===== src/rtl/usb_mode_pkg.sv =====
// Shared types and register map for the USB host/slave mode-switch sequencer.
// Covers the mux control/version register addresses and the control bit layout.
package usb_mode_pkg;

    typedef enum logic [3:0] {
        IDLE,
        WR_RST,
        WAIT_HI,
        WAIT_LO,
        WR_MODE,
        RD_VER,
        RD_MODE,
        FIN,
        FAIL
    } seqState_t;

    localparam logic MUX_ADDR_CTRL = 1'b0;
    localparam logic MUX_ADDR_VER  = 1'b1;

    localparam int CTRL_MODE_BIT = 0;
    localparam int CTRL_RST_BIT  = 1;

    // Control register image with only the reset and mode bits populated.
    function automatic logic [7:0] ctrlWord(input logic rstBit, input logic mode);
        logic [7:0] w;
        w = '0;
        w[CTRL_RST_BIT]  = rstBit;
        w[CTRL_MODE_BIT] = mode;
        return w;
    endfunction

endpackage


===== src/rtl/usb_mode_wait_cnt.sv =====
// Saturating wait counter for the reset-wait states.
// The timeout flag is raised once the count reaches TIMEOUT_CYCLES-1.
module usb_mode_wait_cnt #(
    parameter int TIMEOUT_CYCLES = 64,
    parameter int CNT_W          = 7
) (
    input  logic busClk,
    input  logic rst,
    input  logic clr,
    input  logic en,
    output logic timeout
);

    localparam logic [CNT_W-1:0] LAST = CNT_W'(TIMEOUT_CYCLES - 1);

    logic [CNT_W-1:0] count;

    // Holds at LAST so a stalled wait state can never wrap back below the limit.
    always_ff @(posedge busClk or posedge rst) begin
        if (rst) begin
            count <= '0;
        end else if (clr) begin
            count <= '0;
        end else if (en && (count != LAST)) begin
            count <= count + CNT_W'(1);
        end
    end

    assign timeout = (count == LAST);

endmodule


===== src/rtl/usb_mode_switch_seq.sv =====
// Arbitrates the mux register port between the CPU and a mode-switch sequencer
// that resets the mux block, writes the new mode and verifies it by readback.
module usb_mode_switch_seq
    import usb_mode_pkg::*;
#(
    parameter int         TIMEOUT_CYCLES = 64,
    parameter int         CNT_W          = 7,
    parameter logic [7:0] VERSION_ID     = 8'h22
) (
    input  logic       busClk,
    input  logic       rst,
    input  logic       modeReq,
    input  logic       modeSel,
    output logic       busy,
    output logic       done,
    output logic       err,
    output logic       curMode,
    input  logic       cpuAddress,
    input  logic [7:0] cpuDataIn,
    input  logic       cpuWriteEn,
    input  logic       cpuStrobe,
    output logic       cpuAck,
    output logic [7:0] cpuDataOut,
    output logic       muxAddress,
    output logic [7:0] muxDataOut,
    output logic       muxWriteEn,
    output logic       muxStrobe,
    output logic       muxSel,
    input  logic [7:0] muxDataIn,
    input  logic       muxRstIn
);

    seqState_t state;
    logic      latMode;
    logic      isIdle;
    logic      cpuCtrlWr;
    logic      cntClr;
    logic      cntEn;
    logic      timeout;

    assign isIdle     = (state == IDLE);
    assign cpuAck     = isIdle & cpuStrobe;
    assign cpuDataOut = isIdle ? muxDataIn : 8'h00;
    assign cpuCtrlWr  = cpuAck & cpuWriteEn & (cpuAddress == MUX_ADDR_CTRL);

    assign cntClr = (state == WR_RST) | ((state == WAIT_HI) & muxRstIn);
    assign cntEn  = (state == WAIT_HI) | (state == WAIT_LO);

    usb_mode_wait_cnt #(
        .TIMEOUT_CYCLES(TIMEOUT_CYCLES),
        .CNT_W         (CNT_W)
    ) uWaitCnt (
        .busClk (busClk),
        .rst    (rst),
        .clr    (cntClr),
        .en     (cntEn),
        .timeout(timeout)
    );

    // CPU passes straight through in IDLE; every other state owns the port.
    always_comb begin
        muxAddress = cpuAddress;
        muxDataOut = cpuDataIn;
        muxWriteEn = cpuWriteEn;
        muxStrobe  = cpuStrobe;
        muxSel     = cpuStrobe;
        if (!isIdle) begin
            muxAddress = MUX_ADDR_CTRL;
            muxDataOut = 8'h00;
            muxWriteEn = 1'b0;
            muxStrobe  = 1'b0;
            muxSel     = 1'b0;
        end
        case (state)
            WR_RST: begin
                muxDataOut = ctrlWord(1'b1, curMode);
                muxWriteEn = 1'b1;
                muxStrobe  = 1'b1;
                muxSel     = 1'b1;
            end
            WR_MODE: begin
                muxDataOut = ctrlWord(1'b0, latMode);
                muxWriteEn = 1'b1;
                muxStrobe  = 1'b1;
                muxSel     = 1'b1;
            end
            RD_VER: begin
                muxAddress = MUX_ADDR_VER;
                muxStrobe  = 1'b1;
                muxSel     = 1'b1;
            end
            RD_MODE: begin
                muxStrobe = 1'b1;
                muxSel    = 1'b1;
            end
            default: ;
        endcase
    end

    // done/err are set on entry to FIN/FAIL so they line up with the end state.
    always_ff @(posedge busClk or posedge rst) begin
        if (rst) begin
            state   <= IDLE;
            busy    <= 1'b0;
            done    <= 1'b0;
            err     <= 1'b0;
            curMode <= 1'b0;
            latMode <= 1'b0;
        end else begin
            done <= 1'b0;
            case (state)
                IDLE: begin
                    if (cpuCtrlWr) begin
                        curMode <= cpuDataIn[CTRL_RST_BIT] ? 1'b0 : cpuDataIn[CTRL_MODE_BIT];
                    end
                    if (modeReq) begin
                        latMode <= modeSel;
                        err     <= 1'b0;
                        busy    <= 1'b1;
                        state   <= WR_RST;
                    end
                end
                WR_RST: state <= WAIT_HI;
                WAIT_HI: begin
                    if (muxRstIn) begin
                        state <= WAIT_LO;
                    end else if (timeout) begin
                        state <= FAIL;
                        done  <= 1'b1;
                        err   <= 1'b1;
                    end
                end
                WAIT_LO: begin
                    if (!muxRstIn) begin
                        state <= WR_MODE;
                    end else if (timeout) begin
                        state <= FAIL;
                        done  <= 1'b1;
                        err   <= 1'b1;
                    end
                end
                WR_MODE: state <= RD_VER;
                RD_VER: begin
                    if (muxDataIn == VERSION_ID) begin
                        state <= RD_MODE;
                    end else begin
                        state <= FAIL;
                        done  <= 1'b1;
                        err   <= 1'b1;
                    end
                end
                RD_MODE: begin
                    if (muxDataIn[CTRL_MODE_BIT] == latMode) begin
                        curMode <= latMode;
                        state   <= FIN;
                        done    <= 1'b1;
                    end else begin
                        state <= FAIL;
                        done  <= 1'b1;
                        err   <= 1'b1;
                    end
                end
                FIN: begin
                    busy  <= 1'b0;
                    state <= IDLE;
                end
                FAIL: begin
                    err     <= 1'b1;
                    curMode <= 1'b0;
                    busy    <= 1'b0;
                    state   <= IDLE;
                end
                default: state <= IDLE;
            endcase
        end
    end

endmodule


===== config.mk =====
export PLATFORM = sky130hd
export DESIGN_NAME = usb_mode_switch_seq
export DESIGN_NICKNAME = d
export VERILOG_FILES = /design/src/rtl/usb_mode_pkg.sv /design/src/rtl/usb_mode_wait_cnt.sv /design/src/rtl/usb_mode_switch_seq.sv
export SDC_FILE = /design/constraint.sdc
export NUM_CORES = 1
export LEC_CHECK = 0
export ABC_AREA = 1
export BUFFER_PORTS_ARGS = -buffer_cell sky130_fd_sc_hd__buf_2
export CAP_MARGIN = 15
export CORE_ASPECT_RATIO = 1.25
export CORE_UTILIZATION = 43
export DETAILED_ROUTE_END_ITERATION = 10
export GPL_ROUTABILITY_DRIVEN = 0
export PLACE_DENSITY = 0.75
export SYNTH_ARGS = -nofsm -noshare
export SYNTH_HDL_FRONTEND = slang
export SYNTH_SLANG_ARGS = --single-unit

===== constraint.sdc =====
create_clock -name busClk -period 1.3 [get_ports busClk]
set_input_delay 0.325 -clock busClk [delete_from_list [all_inputs] [get_ports busClk]]
set_output_delay 0.325 -clock busClk [all_outputs]
set_load 0.005 [all_outputs]

After elaboration in Yosys (flattened, before gate mapping) --
Index checks and enable logic that the tools add are counted.
Storage, ports and cells: register bits 16, logic and storage cells 83
Operators by class: reduce and logical (&&, ||, !) cells 13, muxes and demuxes 36, bitwise operators 7, equality and inequality tests 19, add/sub/neg operators 1
Operators by type and width (count):
- one-hot mux 4 bit (7 select lines) | 1
- 2-to-1 mux 4 bit | 6
- 2-to-1 mux 1 bit | 20
- == test 4 x 3 -> 1 bit, second input constant | 4
- 2-to-1 mux 8 bit | 2
- one-hot mux 8 bit (2 select lines) | 1
- 2-to-1 mux 7 bit | 2
- != test 2 bit, second input constant | 6
- == test 4 x 2 -> 1 bit, second input constant | 2
- == test 8 x 6 -> 1 bit, second input constant | 1
- adder 7 x 1 -> 7 bit, second input constant | 1
- == test 7 x 6 -> 1 bit, second input constant | 1
- != test 7 x 6 -> 1 bit, second input constant | 1
- one-hot mux 1 bit (6 select lines) | 1
- AND reduction 6 bit | 1
- nonzero test 6 bit | 1
- bitwise AND 1 bit | 4
- == test 4 x 1 -> 1 bit, second input constant | 1
- == test 4 bit, second input constant | 1
- logical NOT 4 bit | 1
- one-hot mux 1 bit (4 select lines) | 1
- AND reduction 2 bit | 2
- nonzero test 2 bit | 2
- OR reduction 2 bit | 2
- other kinds (10) | 11

Logic depth before layout (Yosys ltp) --
Gate-level depths: netlist of the first run.
depth in word-level cells 6, mapped depth 10

Cells and area by module --
A second synthesis of the first run with hierarchy kept.
Unflattened totals: cell total of the unflattened synthesis 194, area, all modules 1277.5 um^2
By module, submodules not included:
- usb_mode_switch_seq | instances 1, cells an instance 138, area each 854.6 um^2
- usb_mode_wait_cnt | instances 1, cells an instance 56, area each 422.9 um^2

Worst setup path after synthesis of the first run --
OpenSTA, ideal clock, no wires.
kind flip-flop to output port, start reg state[2], end out cpuDataOut[0], path slack -181 ps, path buffers 1, arrival 1156 ps, data required time 975 ps, stages on the path, launching flop included 7, cells stage by stage dfrtp_1 -> nor2_4 -> inv_2 -> nor2_4 -> inv_2 -> buf_2 -> nor2_1
On the way: cells in the longest elaborated chain, start to end 2
Ends and longest elaborated chain:
- start, declared | line usb_mode_switch_seq.sv:33 | seqState_t state;
- start signal, assigned | line usb_mode_switch_seq.sv:103 | state <= IDLE;
- start signal, assigned | line usb_mode_switch_seq.sv:120 | state <= WR_RST;
- start signal, assigned | line usb_mode_switch_seq.sv:123 | WR_RST: state <= WAIT_HI;
- logical NOT 4 bit | line usb_mode_switch_seq.sv:41 | assign isIdle = (state == IDLE);
- 2-to-1 mux 8 bit | line usb_mode_switch_seq.sv:43 | assign cpuDataOut = isIdle ? muxDataIn : 8'h00;
- end, declared | line usb_mode_switch_seq.sv:23 | output logic [7:0] cpuDataOut,
Every way passes these cells.

Final worst setup path of the first run --
start reg state[2], end out muxDataOut[0]
On the way: cells in the longest elaborated chain, start to end 3, elaborated cells on any way between the ends 5
Ends and longest elaborated chain:
- logical NOT 4 bit | line usb_mode_switch_seq.sv:41
- 2-to-1 mux 8 bit | line usb_mode_switch_seq.sv:67 | if (!isIdle) begin
- one-hot mux 8 bit (2 select lines) (*) | line usb_mode_switch_seq.sv:74 | case (state)
- end, declared | line usb_mode_switch_seq.sv:25 | output logic [7:0] muxDataOut,
Mark *: on every way between the ends. The rest lies on a longest branch, timed or not.

==> results of run 1 <==
==> Yosys cell counts, drive strengths merged (2+ instances only) <==
cell type | count | area (um^2)
nand2 | 50 | 200
inv | 43 | 164
nor2 | 34 | 150
nand3 | 19 | 100
dfrtp | 16 | 400
o21ai | 11 | 55.1
a21oi | 5 | 25.0
o211ai | 3 | 22.5
buf | 2 | 12.5
nand3b | 2 | 15.0
nand4 | 2 | 12.5
nor3 | 2 | 10.0
==> layout make-up <==
class / instances / area [um^2] / share of cell area
clock buffer: 4 / 36.3 / 0.0170
multi-input combinational: 135 / 876 / 0.410
sequential: 16 / 402 / 0.188
timing repair buffer: 90 / 598 / 0.280
tap: 34 / 42.5 / 0.0199
inverter: 44 / 183 / 0.0855
==> registers in the layout, indices dropped and copies added (netlist names) <==
signal          count
busy                1
curMode             1
done                1
err                 1
latMode             1
state               4
uWaitCnt.count      7
==> critical path, delay by kind of cell, from the launching register on <==
family / cells / cell delay, ps
buffers and inverters: 4 / 410
flip-flops: 1 / 400
AND/OR/NAND/NOR: 2 / 210
AO/OA/AOI/OAI: 1 / 160
==> metal layers <==
layer / up-vias / global-route usage / share of wire
li1: 800 / - / -
met5: - / 0 / 0
met1: 724 / 0.252 / 0.38
met3: 10 / 0.0462 / 0.054
met2: 53 / 0.558 / 0.54
met4: 0 / 0.135 / 0.026
==> cell families after synthesis <==
| logic type | count (synthesis) | share of synthesized area |
|---|---|---|
| and+or+nand+nor | 110 | 0.405 |
| buffers and inverters | 46 | 0.146 |
| AOI/OAI and AO/OA | 24 | 0.114 |
| DFF | 16 | 0.324 |
| adders and majority gates | 1 | 0.0101 |
==> stage by stage <==
| step | TNS, ps | hold slack, ps |
|---|---|---|
| 6_report | -11700 | 21.2 |
| 5_1_grt | -14110 | 44.9 |
| 4_1_cts | -10860 | 14.7 |
| 3_5_place_dp | -3920 | 339 |
| 3_3_place_gp | -2600 | 337 |
| 2_1_floorplan | -2230 | 239 |
==> power breakdown <==
part	total, mW	switching [mW]	internal (mW)
registers	0.779	0.127	0.651
logic	3.84	2.05	1.79
clock network	0.333	0.162	0.171
total	4.95	2.34	2.61
==> worst paths after layout <==
kind / to / slack [ps] / start
min reg2reg: busy$_DFFE_PP0P_ / 540 / busy$_DFFE_PP0P_
max in group asynchronous: state[1]$_DFFE_PP0N_ / 1080 / rst
min in group busClk: latMode$_DFFE_PP0P_ / 280 / modeSel
max reg2reg: state[1]$_DFFE_PP0N_ / -210 / state[2]$_DFFE_PP0N_
max: muxDataOut[0] / -500 / state[2]$_DFFE_PP0N_
min: uWaitCnt.count[2]$_DFFE_PP0P_ / 20 / rst
==> what timing repair did <==
item / 4_1_cts / 5_1_grt
endpoints found under the setup margin: 32 / 36
pin swaps: 7 / 12
endpoints found under the hold margin: 0 / 0
resized for setup: 39 / 31
buffers inserted: 6 / 4
==> impl_metrics.py, run 1 <==
metrics = {
    "status": {
        "status": "finished with violations",
        "violations": "setup timing",
    },
    "hold_path": {
        "worst_hold_path_type": "input pin to async pin",
    },
    "grt": {
        "antenna_found_initial": 0,
        "track_usage": 0.268,
        "grt_remaining_overflow": 0,
        "grt_pass1_wl_um": 6110,
        "grt_max_degree": 17,
        "grt_pass1_vias": 1474,
    },
    "worst_setup_path": {
        "start_kind": "flip-flop",
        "end_kind": "output port",
        "crit_path_max_incr_delay_ps": 400,
        "ff2ff_path_depth": 10,
        "crit_type": "flip-flop to output port",
        "worstPathMaxFanout": 3,
        "crit_chain": "buf_4 > buf_6 > inv_6 > nor2_4 > nand2_2 > o211ai_1 > buf_2",
        "cp.required_ps": 980,
        "critical-path-slowest-cell": "dfrtp_1",
        "cp.arrival_ps": 1480,
    },
    "timing": {
        "hold_violations": 0,
        "slew_viol_final": 0,
        "fmax_ghz": 0.555,
        "tightest_slew_ps": 237,
        "fin_crit_sh": 1.39,
        "worst_slack_ps": -502,
        "relSlewSlack": 0.842,
        "setup_violations": 34,
        "rsz0062_at_grt": "true",
        "skew_ps": 3.46,
        "period_minus_slack_ps": 1800,
    },
    "clocking": {
        "h-tree-depth": 1,
        "clockBufferDepth": 2,
        "cts_buffers": 3,
        "clkLatencyLatePin_ps": 290,
        "clkSinkCount": 16,
        "cts_root_buf": "clkbuf_4",
        "path_clk_slew_ps": 90,
        "cts_tree": "built",
        "cts_hold_buf": 0,
    },
    "route": {
        "drtPass1Iterations": 4,
        "wl_per_cell_um": 12.5,
        "drc": 0,
        "drtIter0Drc": 33,
        "routed_wirelength_um": 4030,
        "viasPerCell": 4.91,
        "ant_nets": 0,
        "via_count": 1587,
    },
    "synth": {
        "ys_seq_area_frac": 0.324,
        "synthArstFlopShare": 1.00,
        "synthCells": 197,
        "yosys_register_bits": 16,
        "ys.flop_type": "dfrtp_1",
        "synthesis.area_um2": 1230,
        "synth_edf_count": 0,
        "synth.distinct_cells": 27,
        "yosysWarnings": 0,
        "syn_nets": 222,
        "avgSynthCellArea_um2": 6.27,
    },
    "floorplan": {
        "fp.coreArea_um2": 2710,
        "start_util": 0.456,
        "boundaryPins": 49,
        "die_y_um": 61.9,
        "die_x_um": 49.9,
        "rows": 21,
        "die-area_um2": 3090,
    },
    "power_and_ir_drop": {
        "power_density_nw_per_um2": 2320,
        "fin_total_pwr_mw": 4.95,
        "peakVddDrop_uv": 1770,
        "p_leak_nw": 1.26,
    },
    "place": {
        "post-place-ws_ps": -190,
        "dp_cells": 310,
        "dp_hpwl_um": 2770,
        "place_area_um2": 1810,
        "portBuffers": 48,
    },
    "cells_and_area": {
        "diodes": 0,
        "design_area_um2": 2140,
        "mostFrequentLayoutCell": "buf_2",
        "final_cell_mix": "buf_2, buf_4, nand2_1",
        "drive_gt1_frac": 0.533,
        "syn2layout_area_growth_pct": 73.0,
        "final_nets": 315,
        "fill_cells": 197,
        "utilization": 0.790,
        "fin_cells": 323,
    },
    "job": {
        "cap_violations": 0,
    },
}
No activity file was read; power rests on OpenSTA's default activity.
==> inputs of run 2 (changes only) <==
--- a/config.mk
+++ b/config.mk
@@ -9,10 +9,11 @@
 export BUFFER_PORTS_ARGS = -buffer_cell sky130_fd_sc_hd__buf_2
 export CAP_MARGIN = 15
 export CORE_ASPECT_RATIO = 1.25
-export CORE_UTILIZATION = 43
+export CORE_UTILIZATION = 44
 export DETAILED_ROUTE_END_ITERATION = 10
 export GPL_ROUTABILITY_DRIVEN = 0
-export PLACE_DENSITY = 0.75
+export PLACE_DENSITY = 0.76
 export SYNTH_ARGS = -nofsm -noshare
 export SYNTH_HDL_FRONTEND = slang
+export SYNTH_HIERARCHICAL = 1
 export SYNTH_SLANG_ARGS = --single-unit
==> run 2 against run 1 <==
Effect of this change: register-to-register slack worse by 400 ps; critical path depth stayed put; combinational power rose by 30%; highest routed layer unchanged; die area rose by 1.1%; setup slack worse by 180 ps; largest cell class unchanged; the flow still finishes with violations (setup timing); power rose by 24%; clock skew shrank 1.1 ps; fmax down 9.1%.
==> impl_metrics.py, run 2 <==
metrics = {
    "status": {
        "status": "finished with violations",
        "violations": "setup timing",
    },
    "cells_and_area": {
        "final_nets": 321,
        "largest-register": "uWaitCnt/count",
        "drive_gt1_frac": 0.583,
        "syn2layout_area_growth_pct": 82.2,
        "mostFrequentLayoutCell": "buf_2",
        "diodes": 0,
        "final_cell_mix": "buf_2, nand2_1, inv_1",
        "fill_cells": 129,
        "utilization": 0.860,
        "top_regs": "uWaitCnt/count x7, state x4",
        "largest_reg_flops": 7,
    },
    "synth": {
        "ys.flop_type": "dfrtp_1",
        "synth_top_area_share": 0.313,
        "syn_nets": 219,
        "synthCells": 194,
        "synthArstFlopShare": 1.00,
        "yosys-top-cells-count": "nand2_1, inv_1, nand3_1, nor2_1, dfrtp_1",
        "synth_top_cell_by_area": "dfrtp_1",
        "yosysWarnings": 6,
        "synth_edf_count": 0,
        "synth.distinct_cells": 28,
        "yosys_register_bits": 16,
        "ys_seq_area_frac": 0.313,
        "yosys-top-cells-area": "dfrtp_1, nand2_1, inv_1",
        "avgSynthCellArea_um2": 6.58,
        "yosysMostFrequentCell": "nand2_1",
        "synthesis.area_um2": 1280,
    },
    "worst_setup_path": {
        "end_kind": "output port",
        "crit_end": "muxDataOut[2]",
        "worstPathMaxFanout": 6,
        "ff2ff_path_depth": 13,
        "start_kind": "flip-flop",
        "crit_type": "flip-flop to output port",
        "cp.arrival_ps": 1660,
        "cp.required_ps": 980,
        "r2r-start": "state[0]$_DFFE_PP0N_",
        "r2r-end": "curMode$_DFFE_PP0P_",
        "reg2reg_slack_ps": -610,
        "startpoint": "state[0]$_DFFE_PP0N_",
    },
    "route": {
        "drtIter0Drc": 196,
        "wl_per_cell_um": 21.5,
        "drtPass1Iterations": 8,
        "drc": 0,
        "ant_nets": 0,
        "via_count": 2012,
        "routed_wirelength_um": 7070,
        "viasPerCell": 6.12,
    },
    "power_and_ir_drop": {
        "seq_power_share": 0.132,
        "p_comb_frac": 0.810,
        "p_sw_frac": 0.487,
        "switchingPower_mw": 3.00,
        "p_leak_nw": 1.31,
        "internal_power_mw": 3.16,
        "peakVddDrop_uv": 2250,
        "power_density_nw_per_um2": 2640,
        "p_clk_frac": 0.059,
    },
    "timing": {
        "slew_viol_final": 0,
        "fmax_ghz": 0.504,
        "fin_crit_sh": 1.53,
        "tightest_slew_ps": 409,
        "hold_violations": 0,
        "skew_ps": 2.40,
        "relSlewSlack": 0.727,
        "period_minus_slack_ps": 1980,
        "setup_violations": 37,
        "rsz0062_at_grt": "true",
        "worst_slack_ps": -683,
        "whs_ps": 299,
    },
    "grt": {
        "grt_pass1_wl_um": 8960,
        "antenna_found_initial": 0,
        "track_usage": 0.382,
        "grt_remaining_overflow": 0,
        "grt_pass1_vias": 1891,
        "grt_max_degree": 10,
    },
    "floorplan": {
        "boundaryPins": 49,
        "die_y_um": 62.2,
        "rows": 21,
        "die_x_um": 50.2,
        "die-area_um2": 3120,
        "fp.coreArea_um2": 2710,
        "start_util": 0.472,
    },
    "clocking": {
        "clkLatencyLatePin_ps": 300,
        "clkSinkCount": 16,
        "cts_buffers": 3,
        "path_clk_slew_ps": 110,
        "cts_tree": "built",
        "clockBufferDepth": 2,
        "h-tree-depth": 1,
        "cts_root_buf": "clkbuf_4",
    },
    "place": {
        "portBuffers": 48,
        "dp_hpwl_um": 2760,
    },
    "hold_path": {
        "worst_hold_path_type": "input pin to flip-flop",
    },
    "job": {
        "cap_violations": 0,
    },
}
-- run 2: area by class of cell --
type	instances	area, um^2	share of cell area
Multi-Input combinational cell	133	938	0.403
Timing Repair Buffer	99	737	0.317
Sequential cell	16	404	0.174
Inverter	43	169	0.0726
Tap cell	34	42.5	0.0183
Clock buffer	4	36.3	0.0156
-- run 2: critical path, stage by stage, from the launching register on --
cell,delay (ps)
dfrtp_2,470
nor2_4,160
inv_2,80
nor2_4,130
inv_4,90
buf_16,140
nor2_2,120
buf_2,150
-- run 2: kinds of logic (layout without fill, tap and decap cells) --
logic type      Yosys count  after routing  synth area share
compound gates           15             15            0.0764
xor+xnor                  2              2            0.0137
fa+ha+maj                 1              1           0.00979
buf+inv                  45            146             0.138
flops                    16             16             0.313
simple gates            115            115             0.449
-- run 2: worst min path at each step --
stage / cells past startpoint / to / from
2_1_floorplan: 1 / uWaitCnt/count[0]$_DFFE_PP0P_ / rst
3_3_place_gp: 2 / uWaitCnt/count[1]$_DFFE_PP0P_ / rst
3_5_place_dp: 2 / uWaitCnt/count[0]$_DFFE_PP0P_ / rst
4_1_cts: 3 / latMode$_DFFE_PP0P_ / modeSel
5_1_grt: 3 / latMode$_DFFE_PP0P_ / modeSel
6_report: 3 / latMode$_DFFE_PP0P_ / modeSel
-- run 2: power by group through the flow --
stage | logic (mW) | registers (mW) | clock network (mW)
2_1_floorplan | 1.57 | 0.804 | 0
3_3_place_gp | 2.79 | 0.793 | 0
3_5_place_dp | 2.84 | 0.797 | 0
4_1_cts | 3.91 | 0.784 | 0.351
5_1_grt | 5.16 | 0.815 | 0.373
6_report | 4.98 | 0.811 | 0.361
-- run 2: stage by stage --
step | total power, mW | TNS, ps | cells | setup WS (ps) | instance area, um^2
after global placement | 3.58 | -3400 | 307 | -156 | 1830
after floorplan | 2.37 | -1410 | 194 | -108 | 1310
after detailed placement | 3.64 | -4000 | 307 | -184 | 1830
after global routing | 6.34 | -19820 | 329 | -670 | 2330
final | 6.16 | -19670 | 329 | -683 | 2330
after CTS | 5.05 | -12380 | 326 | -505 | 2180
-- run 2: repair_timing --
action                                  in CTS  in global routing
endpoints found under the setup margin      36                 37
setup buffers                               15                  5
endpoints found under the hold margin        7                  0
pin swaps                                   12                  6
hold buffers                                 1                  0
cloned                                       1                  0
gates resized for setup                     47                 32
-- run 2: per-layer routing --
metal	wire, um	global-route usage
met5	0	0
met4	761	0.243
met3	898	0.0711
met2	3260	0.665
met1	2150	0.408
==> inputs of run 3 (changes only) <==
--- a/config.mk
+++ b/config.mk
@@ -5,7 +5,6 @@
 export SDC_FILE = /design/constraint.sdc
 export NUM_CORES = 1
 export LEC_CHECK = 0
-export ABC_AREA = 1
 export BUFFER_PORTS_ARGS = -buffer_cell sky130_fd_sc_hd__buf_2
 export CAP_MARGIN = 15
 export CORE_ASPECT_RATIO = 1.25
==> run 3 against run 2 <==
Effect of this change: the run now fails in 5_1_grt; synthesized cell count decreased by 18%; synthesized area rose by 1.9%.
==> impl_metrics.py, run 3 <==
metrics = {
    "status": {
        "error": "[ERROR DPL-0038] Utilization greater than 100%, impossible to legalize",
        "status": "aborted with a tool error",
        "haltStage": "5_1_grt",
    },
    "clocking": {
        "cts_root_buf": "clkbuf_4",
        "clkSinkCount": 16,
        "h-tree-depth": 1,
        "clockBufferDepth": 2,
        "cts_buffers": 3,
    },
    "place": {
        "place_area_um2": 1910,
        "portBuffers": 48,
        "dp_hpwl_um": 3310,
    },
    "floorplan": {
        "die_y_um": 62.8,
        "boundaryPins": 49,
        "rows": 21,
        "start_util": 0.476,
        "die_x_um": 50.6,
    },
    "synth": {
        "synth_top_cell_by_area": "dfrtp_1",
        "synth_top_area_share": 0.308,
        "avgSynthCellArea_um2": 8.18,
        "synthCells": 159,
        "synth.distinct_cells": 53,
        "yosysWarnings": 6,
        "yosys-top-cells-count": "dfrtp_1, and2_1, nor2_1",
        "synthesis.area_um2": 1300,
        "synthArstFlopShare": 1.00,
        "yosys_register_bits": 16,
        "ys_seq_area_frac": 0.308,
        "synth_edf_count": 0,
        "syn_nets": 184,
        "yosys-top-cells-area": "dfrtp_1, and2_1, nor2_1",
        "ys.flop_type": "dfrtp_1",
        "yosysMostFrequentCell": "dfrtp_1",
    },
    "timing": {
        "worst_path_end_type": "top-level output",
        "grt_repair_worst_endpoint": "muxDataOut[6]",
    },
    "grt": {
        "grt_max_degree": 16,
    },
}
run 3: cell types whose count changed after synthesis, moves of 5 or more:
cell and delta:
nand2_1 -40, nor2_1 -7, nor3_1 +5, nand2b_1 +5, inv_1 -31, nor2_2 -5
and2_1 +14, o21ai_0 +5, a21oi_1 +7, nand3_1 -17
run 3: logic make-up after synthesis:
kind of cell | Yosys count | synth area share
mux | 4 | 0.0365
fa+ha+maj | 2 | 0.0173
buf+inv | 18 | 0.0683
xor+xnor | 3 | 0.0202
flops | 16 | 0.308
simple gates | 77 | 0.358
compound gates | 39 | 0.192
run 3: stage by stage:
step | worst slack (ps) | hold WS, ps | instances
after floorplan | -406 | 128 | 159
after global placement | -363 | 275 | 273
after detailed placement | -447 | 279 | 273
after CTS | -625 | 253 | 304
run 3: repair_timing:
item	CTS
hold endpoints to repair	7
setup endpoints to repair	37
pin swaps	20
resized for setup	64
hold buffers	1
gates cloned	2
setup buffers	26
==> inputs of run 4 (changes only) <==
--- a/config.mk
+++ b/config.mk
@@ -7,11 +7,11 @@
 export LEC_CHECK = 0
 export BUFFER_PORTS_ARGS = -buffer_cell sky130_fd_sc_hd__buf_2
 export CAP_MARGIN = 15
-export CORE_ASPECT_RATIO = 1.25
-export CORE_UTILIZATION = 44
+export CORE_AREA = 2 2 63 65
 export DETAILED_ROUTE_END_ITERATION = 10
+export DIE_AREA = 0 0 65 67
 export GPL_ROUTABILITY_DRIVEN = 0
-export PLACE_DENSITY = 0.76
+export PLACE_DENSITY_LB_ADDON = 0.15
 export SYNTH_ARGS = -nofsm -noshare
 export SYNTH_HDL_FRONTEND = slang
 export SYNTH_HIERARCHICAL = 1
==> constraint.sdc (replaced) <==
create_clock -name busClk -period 1.7 [get_ports busClk]
set_input_delay 0.425 -clock busClk [delete_from_list [all_inputs] [get_ports busClk]]
set_output_delay 0.425 -clock busClk [all_outputs]
set_load 0.005 [all_outputs]
==> run 4 against run 3 <==
Effect of this change: the flow now finishes, with violations (setup timing); synthesized area did not move; synthesized cell count stayed put.
==> impl_metrics.py, run 4 <==
metrics = {
    "status": {
        "status": "finished with violations",
        "violations": "setup timing",
    },
    "clocking": {
        "clkSinkCount": 16,
        "path_clk_slew_ps": 70,
        "clockBufferDepth": 2,
        "cts_hold_buf": 0,
        "cts_buffers": 3,
        "cts_root_buf": "clkbuf_8",
        "h-tree-depth": 1,
        "clkLatencyLatePin_ps": 260,
        "cts_tree": "built",
    },
    "synth": {
        "yosys-top-cells-count": "dfrtp_1, and2_1, nor2_1",
        "synth_top_cell_by_area": "dfrtp_1",
        "yosys_register_bits": 16,
        "synthCells": 159,
        "yosysMostFrequentCell": "dfrtp_1",
        "synth_top_area_share": 0.308,
        "synthesis.area_um2": 1300,
        "syn_nets": 184,
        "synthArstFlopShare": 1.00,
        "ys_seq_area_frac": 0.308,
        "ys.flop_type": "dfrtp_1",
        "yosys-top-cells-area": "dfrtp_1, and2_1, nor2_1",
        "yosysWarnings": 6,
        "synth.distinct_cells": 53,
        "synth_edf_count": 0,
        "avgSynthCellArea_um2": 8.18,
    },
    "route": {
        "wl_per_cell_um": 13.9,
        "viasPerCell": 5.16,
        "routed_wirelength_um": 4030,
        "drtPass1Iterations": 4,
        "drtIter0Drc": 103,
        "via_count": 1492,
        "drc": 0,
        "ant_nets": 0,
    },
    "grt": {
        "grt_pass1_vias": 1399,
        "antenna_found_initial": 0,
        "grt_max_degree": 24,
        "grt_pass1_wl_um": 6180,
        "track_usage": 0.185,
        "grt_remaining_overflow": 0,
    },
    "floorplan": {
        "boundaryPins": 49,
        "start_util": 0.361,
        "die_y_um": 67,
        "die_x_um": 65,
        "die-area_um2": 4360,
        "fp.coreArea_um2": 3610,
        "rows": 22,
    },
    "power_and_ir_drop": {
        "p_sw_frac": 0.413,
        "p_leak_nw": 1.01,
        "p_comb_frac": 0.737,
        "switchingPower_mw": 1.52,
        "fin_total_pwr_mw": 3.69,
        "power_density_nw_per_um2": 1770,
        "internal_power_mw": 2.17,
        "seq_power_share": 0.167,
        "p_clk_frac": 0.096,
        "peakVddDrop_uv": 879,
    },
    "timing": {
        "rsz0062_at_grt": "true",
        "slew_viol_final": 0,
        "period_minus_slack_ps": 1970,
        "skew_ps": 3.54,
        "hold_violations": 0,
        "fmax_ghz": 0.507,
        "setup_violations": 25,
        "worst_slack_ps": -273,
        "relSlewSlack": 0.729,
        "fin_tns_setup_ps": -5300,
        "fin_crit_sh": 1.16,
        "tightest_slew_ps": 401,
    },
    "cells_and_area": {
        "largest_reg_flops": 7,
        "largest-register": "uWaitCnt/count",
        "design_area_um2": 2090,
        "diodes": 0,
        "fill_cells": 336,
        "mostFrequentLayoutCell": "buf_2",
        "final_nets": 267,
        "final_cell_mix": "buf_2, buf_4, dfrtp_1",
        "drive_gt1_frac": 0.515,
        "top_regs": "uWaitCnt/count x7, state x4",
        "syn2layout_area_growth_pct": 60.4,
    },
    "worst_setup_path": {
        "end_kind": "output port",
        "cp.required_ps": 1270,
        "start_kind": "flip-flop",
        "cp.arrival_ps": 1550,
        "crit_type": "flip-flop to output port",
        "worstPathMaxFanout": 3,
    },
    "place": {
        "dp_hpwl_um": 2840,
        "place_area_um2": 1740,
        "post-place-ws_ps": -92.8,
        "portBuffers": 48,
    },
    "hold_path": {
        "worst_hold_path_type": "input pin to async pin",
    },
    "job": {
        "cap_violations": 0,
    },
}
==> run 4: cell counts after synthesis <==
Identical to the previous run, type by type.
==> run 4: worst paths after layout <==
check | from | endpoint | slack (ps) | depth (start not counted)
max | state[1]$_DFFE_PP0N_ | muxDataOut[0] | -270 | 5
min | rst | uWaitCnt/count[1]$_DFFE_PP0P_ | 100 | 2
max reg2reg | state[2]$_DFFE_PP0N_ | uWaitCnt/count[5]$_DFFE_PP0P_ | -70 | 6
min reg2reg | uWaitCnt/count[6]$_DFFE_PP0P_ | uWaitCnt/count[6]$_DFFE_PP0P_ | 530 | 1
max in group asynchronous | rst | err$_DFFE_PP0P_ | 1270 | 2
min in group busClk | modeSel | latMode$_DFFE_PP0P_ | 400 | 2
==> run 4: kinds of logic after synthesis <==
| logic type | synth area share |
|---|---|
| xor+xnor | 0.0202 |
| fa+ha+maj | 0.0173 |
| mux | 0.0365 |
| compound gates | 0.192 |
| simple gates | 0.358 |
| flops | 0.308 |
| buf+inv | 0.0683 |
==> run 4: layout make-up <==
class / instances / area, um^2 / area share
tap: 48 / 60.1 / 0.0288
multi-input combinational: 125 / 937 / 0.449
clock buffer: 4 / 55.1 / 0.0264
timing repair buffer: 88 / 601 / 0.288
inverter: 8 / 33.8 / 0.0162
sequential: 16 / 400 / 0.192
==> run 4: power by group through the flow <==
stage                     registers [mW]  clock network, mW  logic (mW)
after global placement             0.609                  0        1.96
after global routing               0.631              0.385        2.95
after CTS                          0.613              0.369        2.36
final                              0.618              0.354        2.72
after floorplan                    0.629                  0        1.24
after detailed placement           0.613                  0        2.03
==> run 4: worst max-delay path, stage by stage (launching register included) <==
cell,delay (ps)
dfrtp_1,380
or3_4,410
nor2_4,130
buf_4,140
a22o_1,130
buf_2,100
==> run 4: what timing repair did <==
| action | CTS | global route |
|---|---|---|
| cloned | 1 | 1 |
| pin swaps | 7 | 8 |
| resized for setup | 14 | 21 |
| endpoints found under the setup margin | 24 | 31 |
| buffers inserted | 6 | 6 |
==> run 4: metrics by stage <==
step	util	hold slack (ps)	std cells
global route	0.579	112	289
global placement	0.484	380	271
finish	0.579	102	289
CTS	0.533	99.0	282
floorplan	-	228	159
detailed placement	0.484	380	271
==> run 4: metal layers <==
| metal | vias up | global-route usage | wire, um |
|---|---|---|---|
| li1 | 734 | - | - |
| met1 | 725 | 0.202 | 1690 |
| met2 | 31 | 0.348 | 2170 |
| met3 | 2 | 0.0405 | 148 |
| met4 | 0 | 0.0665 | 17 |
| met5 | - | 0 | 0 |
